`src/rtl/alu_arb_pkg.sv`:
```
// Shared types and constants for the two-requester ALU share arbiter.
package alu_arb_pkg;

  typedef enum logic [1:0] {
    ST_IDLE = 2'd0,
    ST_EXEC = 2'd1,
    ST_HOLD = 2'd2
  } state_e;

  localparam logic OP_ADD = 1'b0;
  localparam logic OP_SUB = 1'b1;

  localparam int unsigned WIDTH_DEF = 4;

endpackage

```
`src/rtl/rr_arbiter_two.sv`:
```
// Combinational 2-way grant: round-robin on ties, or fixed priority to
// requester 0 when ALU_ARB_FIXED_PRIO_EN is defined.
module rr_arbiter_two (
  input  logic [1:0] req_valid_i,
  input  logic       last_id_i,
  input  logic       enable_i,
  output logic [1:0] grant_o,
  output logic       grant_valid_o,
  output logic       grant_id_o
);

`ifdef ALU_ARB_FIXED_PRIO_EN
  logic unused_last_id;
  assign unused_last_id = last_id_i;
`endif

  always_comb begin
    grant_valid_o = enable_i && (req_valid_i != 2'b00);
    grant_id_o    = 1'b0;
    if (req_valid_i == 2'b11) begin
`ifdef ALU_ARB_FIXED_PRIO_EN
      grant_id_o = 1'b0;
`else
      grant_id_o = ~last_id_i;
`endif
    end else begin
      grant_id_o = req_valid_i[1];
    end
    grant_o = 2'b00;
    if (grant_valid_o) begin
      grant_o = grant_id_o ? 2'b10 : 2'b01;
    end
  end

endmodule

```
`src/rtl/alu_share_arbiter.sv`:
```
// Shares one external add/sub ALU between two valid/ready requesters.
// Optional build macro: ALU_ARB_FIXED_PRIO_EN (fixed priority to requester 0).
module alu_share_arbiter
  import alu_arb_pkg::*;
#(
  parameter int unsigned WIDTH = WIDTH_DEF
) (
  input  logic             clk,
  input  logic             rst_n,
  input  logic [1:0]       req_valid,
  output logic [1:0]       req_ready,
  input  logic             req_op0,
  input  logic             req_op1,
  input  logic [WIDTH-1:0] req_a0,
  input  logic [WIDTH-1:0] req_a1,
  input  logic [WIDTH-1:0] req_b0,
  input  logic [WIDTH-1:0] req_b1,
  output logic             alu_op,
  output logic [WIDTH-1:0] alu_r1,
  output logic [WIDTH-1:0] alu_r2,
  input  logic [WIDTH-1:0] alu_result,
  output logic             rsp_valid,
  input  logic             rsp_ready,
  output logic             rsp_id,
  output logic [WIDTH-1:0] rsp_result
);

  state_e           state_q;
  logic             last_id_q;
  logic             op_q;
  logic [WIDTH-1:0] a_q;
  logic [WIDTH-1:0] b_q;
  logic             id_q;
  logic             rsp_valid_q;
  logic             rsp_id_q;
  logic [WIDTH-1:0] rsp_result_q;

  logic [1:0]       grant;
  logic             grant_valid;
  logic             grant_id;
  logic             op_d;
  logic [WIDTH-1:0] a_d;
  logic [WIDTH-1:0] b_d;

  rr_arbiter_two u_arb (
    .req_valid_i   (req_valid),
    .last_id_i     (last_id_q),
    .enable_i      (state_q == ST_IDLE),
    .grant_o       (grant),
    .grant_valid_o (grant_valid),
    .grant_id_o    (grant_id)
  );

  always_comb begin
    op_d = grant_id ? req_op1 : req_op0;
    a_d  = grant_id ? req_a1  : req_a0;
    b_d  = grant_id ? req_b1  : req_b0;
  end

  always_ff @(posedge clk or negedge rst_n) begin
    if (!rst_n) begin
      state_q      <= ST_IDLE;
      last_id_q    <= 1'b1;
      op_q         <= OP_ADD;
      a_q          <= '0;
      b_q          <= '0;
      id_q         <= 1'b0;
      rsp_valid_q  <= 1'b0;
      rsp_id_q     <= 1'b0;
      rsp_result_q <= '0;
    end else begin
      case (state_q)
        ST_IDLE: begin
          if (grant_valid) begin
            op_q      <= op_d;
            a_q       <= a_d;
            b_q       <= b_d;
            id_q      <= grant_id;
            last_id_q <= grant_id;
            state_q   <= ST_EXEC;
          end
        end
        ST_EXEC: begin
          rsp_result_q <= alu_result;
          rsp_id_q     <= id_q;
          rsp_valid_q  <= 1'b1;
          state_q      <= ST_HOLD;
        end
        ST_HOLD: begin
          if (rsp_ready) begin
            rsp_valid_q <= 1'b0;
            state_q     <= ST_IDLE;
          end
        end
        default: state_q <= ST_IDLE;
      endcase
    end
  end

  // ALU operands come straight from the latch registers so they only move on accept.
  assign req_ready  = grant;
  assign alu_op     = op_q;
  assign alu_r1     = a_q;
  assign alu_r2     = b_q;
  assign rsp_valid  = rsp_valid_q;
  assign rsp_id     = rsp_id_q;
  assign rsp_result = rsp_result_q;

endmodule
```
`config.mk`:
```
export PLATFORM = sky130hd
export DESIGN_NAME = alu_share_arbiter
export DESIGN_NICKNAME = d
export VERILOG_FILES = /design/src/rtl/alu_arb_pkg.sv /design/src/rtl/rr_arbiter_two.sv /design/src/rtl/alu_share_arbiter.sv
export SDC_FILE = /design/constraint.sdc
export NUM_CORES = 1
export LEC_CHECK = 0
export CAP_MARGIN = 20
export CORE_MARGIN = 2
export CORE_UTILIZATION = 38
export CTS_CLUSTER_SIZE = 24
export DETAILED_ROUTE_END_ITERATION = 10
export PLACE_DENSITY_LB_ADDON = 0.08
export SYNTH_ARGS = -nofsm -noshare
export SYNTH_HDL_FRONTEND = slang
export SYNTH_SLANG_ARGS = --single-unit
```
`constraint.sdc`:
```
create_clock -name clk -period 1.9 [get_ports clk]
set_input_delay 0.475 -clock clk [delete_from_list [all_inputs] [get_ports clk]]
set_output_delay 0.475 -clock clk [all_outputs]
set_load 0.05 [all_outputs]
```
==> flow_metrics.env <==
export IMPL_design_final_nets=144
export IMPL_synth_cell_type_count=20
export IMPL_met1_usage=0.1933
export IMPL_gp_congestion=0.6471
export IMPL_maxCapViolations=0
export IMPL_grt_first_pass_wirelength_mm=3.174
export IMPL_timing_final_crit_share=1.007
export IMPL_worst_setup_path_start_kind="flop"
export IMPL_power_per_cell_area_nw_per_um2=1825
export IMPL_cts_htree_levels=1
export IMPL_post_synth_inst_count=67
export IMPL_core_area_um2=2191
export IMPL_numPlacedInstances=139
export IMPL_synthFlopType="dfrtp_1"
export IMPL_drt_pre_antenna_iters=4
export IMPL_clock_insertion_delay_worst_skew_ps=280
export IMPL_port_buffer_count=43
export IMPL_timing_max_transition_violations_final=0
export IMPL_synthDominantCellAreaShare=0.5195
export IMPL_r2r_cells=5
export IMPL_yosys_warnings=0
export IMPL_die_width_um=51.77
export IMPL_flow_area_growth_from_synthesis_pct=56.85
export IMPL_vdd_ir_drop_max_uv=900.2
export IMPL_placement_rows=17
export IMPL_synth_fp_nets=94
export IMPL_worstMarginPinSlew_ps=487.7
export IMPL_yosysSeqAreaShare=0.5498
export IMPL_cp_end_kind="output pin"
export IMPL_finalHoldViolations=0
export IMPL_die_height_um=51.77
export IMPL_failed_checks="setup timing"
export IMPL_synth_top_cells_by_area="dfrtp_1 (52%), a221o_1 (10%), and4b_1 (10%), mux2_1 (6.5%), a2111oi_4 (3.2%)"
export IMPL_grt_setup_unrepaired="true"
export IMPL_grt_pass1_vias=708
export IMPL_slew_headroom=0.6742
export IMPL_max_clock_path_buffers=2
export IMPL_min_path_type="flop to flop"
export IMPL_synth_seq_cells=19
export IMPL_clock_root_buffer="clkbuf_4"
export IMPL_grt_busiest_layer="met2"
export IMPL_setup_violations_final=1
export IMPL_aggregate_negative_setup_slack_ps=-13.45
export IMPL_groute_layer_met3_usage=0.04310
export IMPL_fill_cells=189
export IMPL_cts_buffers_inserted=3
export IMPL_clk_pin_slew_ps=100
export IMPL_multiInputGateArea_um2=332.8
export IMPL_tritoncts="done"
export IMPL_synth_commonest_cells="dfrtp_1 (18), a221o_1 (9), and4b_1 (9)"
export IMPL_worst_endpoint_arrival_ps=1440
export IMPL_leakagePower_nw=0.6402
export IMPL_grt_total_usage=0.1601
export IMPL_finalNonFillerCells=144
export IMPL_timing_hold_worst_path_depth=1
export IMPL_synth_async_sr_flop_share=1.000
export IMPL_total_clock_sinks=19
export IMPL_synth_avg_cell_area_um2=12.94
export IMPL_post_synth_top_count_cell="dfrtp_1"
export IMPL_drt_drc_violations_left=0
export IMPL_synthesis_area_um2=867.1
export IMPL_pin_count=44
export IMPL_route_detailed_wl_per_inst_um=13.82
export IMPL_num_antenna_cells=0
export IMPL_post_dp_hpwl_mm=1.563
export IMPL_grt_overflow_total=0
export IMPL_drt_first_iter_violations=11
export IMPL_synth_edff_count=0
export IMPL_route_vias_total=730
export IMPL_ff_latch_area_um2=476.7
export IMPL_detail_route_antenna_nets=0
export IMPL_path_max_fanout=2
export IMPL_result_of_the_run="finished with violations"
export IMPL_full_die_area_um2=2680
export IMPL_final_layout_size_suffix_gt1_frac=0.2845
export IMPL_pre_cts_ws_ps=-121.3
export IMPL_finClkSkew_ps=1.735
export IMPL_grt_met2_usage=0.2756
export IMPL_grt_antenna_before_repair=0
export IMPL_yosys_area_top_type="dfrtp_1"
export IMPL_initial_utilization=0.3958
export IMPL_worst_endpoint_required_ps=1420
export IMPL_worst_slack_ps=-13.45
export IMPL_path_class="flop to output pin"
export IMPL_grt_max_degree=20
export IMPL_finalCriticalPeriod_ps=1913
export IMPL_avgViaCountPerCell=5.069
export IMPL_max_freq_ghz=0.5226
export IMPL_wl_mm=1.990
[sequential cells by signal (all words and copies together), names as in the netlist]
| name | cells |
|---|---|
| alu_op | 1 |
| alu_r1 | 4 |
| alu_r2 | 4 |
| id_q | 1 |
| last_id_q | 1 |
| rsp_id | 1 |
| rsp_result | 4 |
| rsp_valid | 1 |
| state_q | 2 |
[kinds of logic (layout without fill, tap and decap cells)]
family          Yosys count  count (layout)  share of synthesized area
mux                       5               5                    0.06493
flops                    19              19                     0.5498
buf+inv                  11              60                    0.06924
compound gates           16              16                     0.1732
simple gates             16              16                     0.1429
[repair_timing]
| item | in CTS | in global routing |
|---|---|---|
| endpoints found under the hold margin | 0 | 0 |
| gates resized for setup | 2 | 1 |
| hold buffers | 0 | 0 |
| setup buffers | 1 | 0 |
| endpoints found under the setup margin | 2 | 2 |
| pin swaps | 1 | 0 |
[layout make-up]
cell class / instances / area share
timing repair buffer: 51 / 0.3459
tap: 28 / 0.02576
inverter: 5 / 0.01380
multi-input combinational: 37 / 0.2447
clock buffer: 4 / 0.01932
sequential: 19 / 0.3505
[metrics by stage]
| step | cell area, µm² | hold WS [ps] | total power (W) | util |
|---|---|---|---|---|
| floorplan | 867.1 | 179.4 | 0.001791 | - |
| global placement | 1326 | 468.6 | 0.002269 | 0.6054 |
| detailed placement | 1326 | 476.1 | 0.002288 | 0.6054 |
| CTS | 1358 | 500.4 | 0.002505 | 0.6196 |
| global route | 1360 | 518.4 | 0.002623 | 0.6208 |
| finish | 1360 | 493.2 | 0.002482 | 0.6208 |
[worst max-delay path: stages, from the launching register on]
cell	delay, ps
dfstp_2	550
inv_2	50
a2111oi_4	370
buf_12	190
[power by group]
part | leakage (nW) | internal, W | switching [W]
logic | 0.398 | 0.000596 | 0.000941
registers | 0.227 | 0.000614 | 0.000136
clock network | 0.0150 | 0.0000814 | 0.000113
total | 0.640 | 0.00129 | 0.00119
[path summary, 6_finish.rpt]
path                       slack [ps]       endpoint          start
max                               -10   req_ready[0]      last_id_q
min                               490  rsp_result[2]  rsp_result[2]
max reg2reg                       450      alu_r1[2]     state_q[1]
min reg2reg                       490  rsp_result[2]  rsp_result[2]
max in group asynchronous        1120      last_id_q          rst_n
min in group asynchronous         520  rsp_result[2]          rst_n
[metal layers]
| metal | routed length (µm) | vias up |
|---|---|---|
| met2 | 968 | 27 |
| met4 | 13 | 0 |
| met5 | 0 | - |
| met3 | 141 | 2 |
| li1 | - | 351 |
| met1 | 866 | 350 |
[cell usage in the layout, fill, tap and decap left out, types with 2 or more instances in the layout]
cell,count
mux2_1,5
buf_4,23
buf_12,2
a21oi_1,3
clkdlybuf4s50_1,24
inv_1,4
and4b_1,9
a221o_1,9
nor2_2,2
nor2_1,2
dfrtp_1,18
clkbuf_4,3
dlygate4sd2_1,2
Power figures use the tool's default switching activity.
